**src/rtl/if_sequencer.sv**
```systemverilog
// -----------------------------------------------------------------------------
// if_sequencer
//
// Instruction sequencer sitting between the host command FIFO and NCH MUX
// channels. Instructions are popped from a first-word-fall-through FIFO,
// latched, and decoded on the following cycle. Depending on the 4-bit opcode
// the sequencer issues a payload to the selected MUX channel (waiting for that
// channel to report idle), loads or starts a wide wait timer, or halts until
// resumed. Illegal opcodes and out-of-range channel issues raise a sticky
// error. Every decoded instruction bumps a 16-bit wrapping counter.
//
// Ports:
//   fpga_clk_i    - single clock
//   reset_n_i     - synchronous, active-low reset
//   run_i         - level; new fetches are only started while high
//   abort_i       - synchronous abort, overrides every transition
//   resume_i      - leaves HALT
//   fifo_empty_i  - FIFO empty; fifo_data_i is valid whenever this is low
//   fifo_data_i   - FIFO head instruction (FWFT)
//   fifo_rd_o     - one-cycle pop strobe
//   mux_data_o    - payload of the most recent issue (held between issues)
//   mux_en_o      - one-hot, one-cycle issue strobe
//   mux_idle_i    - per-channel idle
//   busy_o        - high in any state other than IDLE
//   halted_o      - high in HALT
//   err_o         - sticky error, cleared by reset only
//   ins_count_o   - executed-instruction counter, wraps 0xFFFF -> 0
//
// Instruction word: opcode = ins[31:28], payload = ins[27:0].
// -----------------------------------------------------------------------------
module if_sequencer #(
    parameter int DATA_W  = 28,
    parameter int TIMER_W = 48,
    parameter int NCH     = 4
) (
    input  logic              fpga_clk_i,
    input  logic              reset_n_i,
    input  logic              run_i,
    input  logic              abort_i,
    input  logic              resume_i,
    input  logic              fifo_empty_i,
    input  logic [31:0]       fifo_data_i,
    output logic              fifo_rd_o,
    output logic [DATA_W-1:0] mux_data_o,
    output logic [NCH-1:0]    mux_en_o,
    input  logic [NCH-1:0]    mux_idle_i,
    output logic              busy_o,
    output logic              halted_o,
    output logic              err_o,
    output logic [15:0]       ins_count_o
);

    localparam int CH_W = (NCH > 1) ? $clog2(NCH) : 1;
    // One extra bit so the channel count itself is representable (NCH = 16).
    localparam logic [CH_W:0] NCH_LIM = (CH_W + 1)'(NCH);

    localparam logic [3:0] OP_NOP   = 4'h0;
    localparam logic [3:0] OP_ISSUE = 4'h1;
    localparam logic [3:0] OP_LOADL = 4'h2;
    localparam logic [3:0] OP_LOADH = 4'h3;
    localparam logic [3:0] OP_SETCH = 4'h4;
    localparam logic [3:0] OP_WAIT  = 4'h5;
    localparam logic [3:0] OP_HALT  = 4'h6;

    typedef enum logic [2:0] {
        S_IDLE,
        S_EXEC,
        S_ISSUE,
        S_TIMER,
        S_HALT
    } state_t;

    state_t               state;
    state_t               state_next;
    logic [31:0]          ins;
    logic [CH_W-1:0]      ch;
    logic [TIMER_W-1:0]   timer_target;
    logic [TIMER_W-1:0]   timer_q;

    logic [3:0]           opcode;
    logic [NCH-1:0]       ch_onehot;
    logic                 ch_idle;
    logic                 ch_bad;

    // Per-cycle actions decided by the control process.
    logic                 fetch;
    logic                 exec_done;
    logic                 issue_fire;
    logic                 set_err;
    logic                 load_lo;
    logic                 load_hi;
    logic                 load_ch;
    logic                 timer_clr;
    logic                 timer_inc;

    assign opcode    = ins[31:28];
    // An out-of-range channel shifts the bit off the end, so the one-hot is
    // all zeros and can never select a channel.
    assign ch_onehot = NCH'(1) << ch;
    assign ch_idle   = |(mux_idle_i & ch_onehot);
    assign ch_bad    = {1'b0, ch} >= NCH_LIM;

    assign busy_o    = (state != S_IDLE);
    assign halted_o  = (state == S_HALT);

    // -------------------------------------------------------------------------
    // State register
    // -------------------------------------------------------------------------
    // NOTE: sequential state uses non-blocking (<=) so every flop samples the
    // pre-edge value of every other flop, independent of process order.
    always_ff @(posedge fpga_clk_i) begin
        if (!reset_n_i) begin
            state <= S_IDLE;
        end else begin
            state <= state_next;
        end
    end

    // -------------------------------------------------------------------------
    // Next-state and action decode
    // -------------------------------------------------------------------------
    // NOTE: every signal written here gets a default first; a path that left
    // one unassigned would infer a latch.
    always_comb begin
        state_next = state;
        fetch      = 1'b0;
        exec_done  = 1'b0;
        issue_fire = 1'b0;
        set_err    = 1'b0;
        load_lo    = 1'b0;
        load_hi    = 1'b0;
        load_ch    = 1'b0;
        timer_clr  = 1'b0;
        timer_inc  = 1'b0;

        case (state)
            S_IDLE: begin
                if (run_i && !fifo_empty_i) begin
                    fetch      = 1'b1;
                    state_next = S_EXEC;
                end
            end

            S_EXEC: begin
                exec_done  = 1'b1;
                state_next = S_IDLE;
                case (opcode)
                    OP_NOP:   ;
                    OP_ISSUE: begin
                        // Range is checked here rather than at SETCH so a
                        // bad channel only matters if it is actually used.
                        if (ch_bad) set_err    = 1'b1;
                        else        state_next = S_ISSUE;
                    end
                    OP_LOADL: load_lo = 1'b1;
                    OP_LOADH: load_hi = 1'b1;
                    OP_SETCH: load_ch = 1'b1;
                    OP_WAIT: begin
                        timer_clr  = 1'b1;
                        state_next = S_TIMER;
                    end
                    OP_HALT:  state_next = S_HALT;
                    default:  set_err = 1'b1;
                endcase
            end

            S_ISSUE: begin
                if (ch_idle) begin
                    issue_fire = 1'b1;
                    state_next = S_IDLE;
                end
            end

            S_TIMER: begin
                // Counting 0..target inclusive gives target+1 cycles here.
                if (timer_q == timer_target) begin
                    timer_clr  = 1'b1;
                    state_next = S_IDLE;
                end else begin
                    timer_inc  = 1'b1;
                end
            end

            S_HALT: begin
                if (resume_i) state_next = S_IDLE;
            end

            default: state_next = S_IDLE;
        endcase

        // Abort overrides everything: no strobes, no side effects beyond
        // clearing the running timer.
        if (abort_i) begin
            state_next = S_IDLE;
            fetch      = 1'b0;
            exec_done  = 1'b0;
            issue_fire = 1'b0;
            set_err    = 1'b0;
            load_lo    = 1'b0;
            load_hi    = 1'b0;
            load_ch    = 1'b0;
            timer_inc  = 1'b0;
            timer_clr  = 1'b1;
        end
    end

    // -------------------------------------------------------------------------
    // Datapath and registered outputs
    // -------------------------------------------------------------------------
    always_ff @(posedge fpga_clk_i) begin
        if (!reset_n_i) begin
            ins          <= '0;
            ch           <= '0;
            timer_target <= '0;
            timer_q      <= '0;
            fifo_rd_o    <= 1'b0;
            mux_en_o     <= '0;
            mux_data_o   <= '0;
            err_o        <= 1'b0;
            ins_count_o  <= '0;
        end else begin
            // Strobes are registered so they last exactly one cycle.
            fifo_rd_o <= fetch;
            mux_en_o  <= issue_fire ? ch_onehot : '0;

            if (fetch) begin
                ins <= fifo_data_i;
            end else if (abort_i) begin
                ins <= '0;
            end

            if (issue_fire) mux_data_o <= ins[DATA_W-1:0];
            if (exec_done)  ins_count_o <= ins_count_o + 16'd1;
            if (set_err)    err_o <= 1'b1;
            if (load_ch)    ch <= ins[CH_W-1:0];
            if (load_lo)    timer_target[23:0] <= ins[23:0];
            if (load_hi)    timer_target[TIMER_W-1:24] <= ins[TIMER_W-25:0];

            if (timer_clr) begin
                timer_q <= '0;
            end else if (timer_inc) begin
                timer_q <= timer_q + TIMER_W'(1);
            end
        end
    end

endmodule
```
**config.mk**
```make
export PLATFORM = sky130hd
export DESIGN_NAME = if_sequencer
export DESIGN_NICKNAME = d
export VERILOG_FILES = /design/src/rtl/if_sequencer.sv
export SDC_FILE = /design/constraint.sdc
export NUM_CORES = 1
export LEC_CHECK = 0
export CELL_PAD_IN_SITES_DETAIL_PLACEMENT = 2
export CELL_PAD_IN_SITES_GLOBAL_PLACEMENT = 2
export CORE_AREA = 2 2 153 155
export CTS_CLUSTER_DIAMETER = 100
export DETAILED_ROUTE_END_ITERATION = 16
export DIE_AREA = 0 0 155 157
export PLACE_DENSITY_LB_ADDON = 0.1
export SETUP_SLACK_MARGIN = 0.05
export SLEW_MARGIN = 20
export SYNTH_ARGS = -nofsm -noshare
export SYNTH_HDL_FRONTEND = slang
export SYNTH_SLANG_ARGS = --single-unit
```
**constraint.sdc**
```tcl
create_clock -name fpga_clk_i -period 3.8 [get_ports fpga_clk_i]
set_input_delay 0.57 -clock fpga_clk_i [delete_from_list [all_inputs] [get_ports fpga_clk_i]]
set_output_delay 0.57 -clock fpga_clk_i [all_outputs]
set_load 0.005 [all_outputs]
```
## Word level (Yosys, flattened, before mapping)

Index checks and enable logic that the tools add are counted.
W data, S select, Z words.

- Word-level logic and storage cells: 78
- Bits in registers: 183
- Input port bits: 42
- Output and inout bits: 52

- Bitwise logic cells: 2
- Equal/unequal tests: 15
- Muxes and demuxes: 35
- Add/subtract/negate cells: 2
- Shifts and indexed selects: 1
- Reductions and logical operators: 12

Operators by type and width:

| kind | number |
|---|---|
| $mux W32 | 2 |
| $add A48 B1 Y48 const B | 1 |
| $eq A48 B48 Y1 | 1 |
| $mux W1 | 26 |
| $add A16 B1 Y16 const B | 1 |
| $pmux W3 S5 | 1 |
| $eq A4 B3 Y1 const B | 3 |
| $mux W3 | 4 |
| $pmux W3 S3 | 1 |
| $eq A4 B2 Y1 const B | 2 |
| $ne A2 B2 Y1 const B | 4 |
| $reduce_or A7 Y1 | 1 |
| $eq A3 B2 Y1 const B | 2 |
| $and A4 B4 Y4 | 1 |
| $eq A4 B1 Y1 const B | 1 |
| $logic_not A4 Y1 | 1 |
| $reduce_and A4 Y1 | 1 |
| $reduce_or A2 Y1 | 2 |
| $reduce_or A4 Y1 | 1 |
| $shl A1 B2 Y4 const A | 1 |
| $eq A3 B1 Y1 const B | 1 |
| $eq A3 B3 Y1 const B | 1 |
| $logic_not A3 Y1 | 1 |
| $reduce_bool A3 Y1 | 1 |
| 6 further kinds | 6 |

## Longest topological paths before layout

- Depth in word-level cells: 7
- Gate-level depth with buffers: 9

## Worst setup path after synthesis

OpenSTA, ideal clock, no wires.

- Kind: input-to-reg
- From: input port abort_i
- To: register timer_q[42]
- Path buffers: 0
- Required time: 3.730 ns
- Library setup time: 0.070 ns
- Setup slack: 1.434 ns
- Stages on the path: 6
- Arrival time: 2.296 ns
- Cells stage by stage: nand2b_1 or2_4 or3_4 or4_1 or3_1 a21oi_1

- Word-level cells in the longest chain between the ends: 2
- Elaborated cells on any way between the ends: 3
- Classes of those cells: mux (2); reduce/logical (1)

RTL lines:

| item | RTL line | RTL |
|---|---|---|
| start, declared | 39 | `input logic abort_i,` |
| $mux W1 | 193 | `if (abort_i) begin` |
| $reduce_or A2 Y1 (no line) | n/a |  |
| end signal, assigned | 242 | `timer_q <= timer_q + TIMER_W'(1);` |
| end, declared | 78 | `logic [TIMER_W-1:0] timer_q;` |

Parallel ways exist; a longest one is shown, timed or not.
A chain may end at the register's enable or synchronous reset.

## Final worst setup path

- From: register timer_q[20]
- To: register timer_q[12]

- Word-level cells in the longest chain between the ends: 5
- Elaborated cells on any way between the ends: 8
- Classes of those cells: eq/ne (1); mux (6); reduce/logical (1)

RTL lines:

| item | RTL line | RTL |
|---|---|---|
| $eq A48 B48 Y1 * | 176 | `if (timer_q == timer_target) begin` |
| $mux W1 | 176 |  |
| $pmux W1 S2 | 136 | `case (state)` |
| $mux W1 | 193 |  |
| $reduce_or A2 Y1 (no line) | n/a |  |

Every way passes the cells marked *; elsewhere a longest branch is shown, timed or not.

==> out/qor.yml <==
synth_area_leaders: "dfxtp_1 45%, nand2_1 12%, a21boi_0 7.4%"
grt_pass1_vias: 7628
yosysMostFrequentCell: "nand2_1"
root_buffer: "clkbuf_16"
finalHoldViolations: 0
dieArea_um2: 24340
gp_congestion: 0.7905
synth_cells: 974
worstSetupPathType: "flip-flop to flip-flop"
cts_setup_buffers: 0
grt_max_degree: 61
ctsResizeCount: 0
diodes: 0
endpoint_kind: "flip-flop"
max-clock-path-buffers: 2
syn_nets: 1018
p_leak_nw: 3.367
synth_top_area_share_pct: 45.47
skew_ns: 0.01862
power_density_nw_per_um2: 385.9
postLayoutCoreUtil_pct: 43.75
swShare_pct: 24.81
period_needed_ns: 2.810
slew-limit-headroom_pct: 44.88
cts_htree_levels: 4
layout.cells.non_filler: 1346
gr-total-overflow: 0
period_share_pct: 73.94
outcome: "finished clean"
drive_gt1_share_pct: 6.032
ctsHoldBuffers: 0
port_buffers: 93
pwr-share-clk_pct: 45.6
viasPerCell: 5.408
final-setup-viol-count: 0
total_power_mw: 3.799
fin_nets: 1092
drc: 0
pwr-share-seq_pct: 51.0
grt_pass1_wl_um: 42860
rsz0062_at_grt: "no"
routedWlPerCell_um: 19.51
final.setup.tns_ns: 0
reg2reg_depth: 7
nFillCells: 2535
synthTopCellsByCount: "249 x nand2_1, 183 x dfxtp_1, 79 x a21boi_0, 78 x a21oi_1, 52 x xor2_1"
rows: 55
worstHoldPathCells: 2
ys_ff_latch: 183
synth_cell_types: 48
cts_buffers: 17
p_sw_mw: 0.9426
finalWirelength_um: 26260
ios: 94
chipWidth_um: 155
yosysWarnings: 0
cts_tree: "yes"
path_max_fanout: 60
grt_antenna_before_repair: 0
clk_pin_slew_ns: 0.08
ir_worst_vdd_mv: 0.1964
slew_violations: 0
yosys.area.top_type: "dfxtp_1"
p_int_mw: 2.857
dp_hpwl_um: 18410
synth-edff-count: 0
chipHeight_um: 157
initial_core_util_pct: 35.80
syn_area_um2: 8056
hold_class: "flip-flop to flip-flop"
clk_latency_ns: 0.45
multiInputGateArea_um2: 4193
avgSynthCellArea_um2: 8.272
drtPass1Iterations: 4
synth_flop_cell: "dfxtp_1"
critPathRequiredTime_ns: 4.16
grt.total_usage_pct: 22.50
p_comb_share_pct: 3.4
drv_cap: 0
area_delta_synth_final_pct: 22.19
max_freq_mhz: 355.9
tightest_slew_ns: 0.8248
register_area_um2: 3664
vias: 7279
async_flop_share_pct: 0
clock-sinks: 183
placedCellCount: 1314
start_kind: "flip-flop"
drtIter0Drc: 259
ant_nets: 0
core_region_area_um2: 22500
synth_seq_area_share_pct: 45.47
arrival_ns: 3.17
## per-stage QoR
stage	area, µm²	setup slack (ns)	hold slack [ns]
floorplan	8056	1.434	0.4366
finish	9844	0.9904	0.4626
global route	9844	0.6773	0.4804
detailed placement	9281	0.7900	0.4530
CTS	9844	0.9235	0.4642
global placement	9281	0.8562	0.4451
## final timing paths
path	start	endpoint	slack (ns)
worst min register to register	ins[27]	ins[27]	0.46
worst min-delay path	ins[27]	ins[27]	0.46
worst max register to register	timer_q[20]	timer_q[12]	0.99
worst max-delay path	timer_q[20]	timer_q[12]	0.99
## power by group through the flow
stage / Combinational (mW) / Sequential, mW / Clock [mW]
after global placement: 0.132 / 1.98 / 0
after detailed placement: 0.133 / 1.98 / 0
final: 0.130 / 1.94 / 1.73
after floorplan: 0.0627 / 1.98 / 0
after CTS: 0.134 / 1.94 / 1.78
after global routing: 0.143 / 1.94 / 1.85
## final cells by class
type | instances | share of cell area (%)
clock buffer | 19 | 4.398
inverter | 4 | 0.1525
multi-input combinational | 732 | 42.59
clock inverter | 13 | 1.322
timing repair buffer | 110 | 10.70
tap | 285 | 3.622
sequential | 183 | 37.21
## metal layers
| layer | global-route usage (%) | share of wire [%] | up-vias |
|---|---|---|---|
| met2 | 36.17 | 47 | 117 |
| met4 | 6.173 | 1.7 | 0 |
| li1 | - | - | 3521 |
| met1 | 31.02 | 48 | 3616 |
| met3 | 4.185 | 3.7 | 25 |
| met5 | 0 | 0 | - |
## critical path, cell delays in order, from the launching register on
cell,delay (ns)
dfxtp_1,0.47
xor2_1,0.13
nor4_1,0.43
nand4_1,0.36
o311ai_4,0.41
buf_4,0.52
o21ai_0,0.18
a21oi_1,0.17
## logic make-up after synthesis
| logic type | count (synthesis) | synth area share [%] |
|---|---|---|
| buf+inv | 59 | 2.826 |
| flops | 183 | 45.47 |
| simple gates | 450 | 27.29 |
| fa+ha+maj | 2 | 0.3106 |
| mux | 3 | 0.5280 |
| compound gates | 214 | 16.73 |
| xor+xnor | 63 | 6.849 |
## state kept, by name, indices dropped and copies added (netlist names)
name,cells
timer_q,48
timer_target,48
ins,32
mux_data_o,28
ins_count_o,16
mux_en_o,4
state,3
ch,2
err_o,1
fifo_rd_o,1
## cells in the final DEF, fill, tap and decap left out, types with 4 or more instances in the layout
cell type,netlist,routed
nand2_1,249,249
dfxtp_1,183,183
clkdlybuf4s50_1,0,92
a21boi_0,79,79
a21oi_1,78,78
xor2_1,52,52
or3_1,38,38
o21ai_0,34,34
nand3_1,24,24
nand4_1,22,22
nor2_1,20,19
and2_1,17,17
clkbuf_16,0,17
buf_4,0,17
or4_1,15,15
nor4_1,15,14
o31ai_1,12,12
xnor2_1,11,11
and3_1,8,8
nor2b_1,7,7
nor3_1,7,7
nand2b_1,6,6
nand4b_1,5,5
inv_1,4,4
inv_6,0,4
Note: power is estimated with default switching activity, not from simulation.
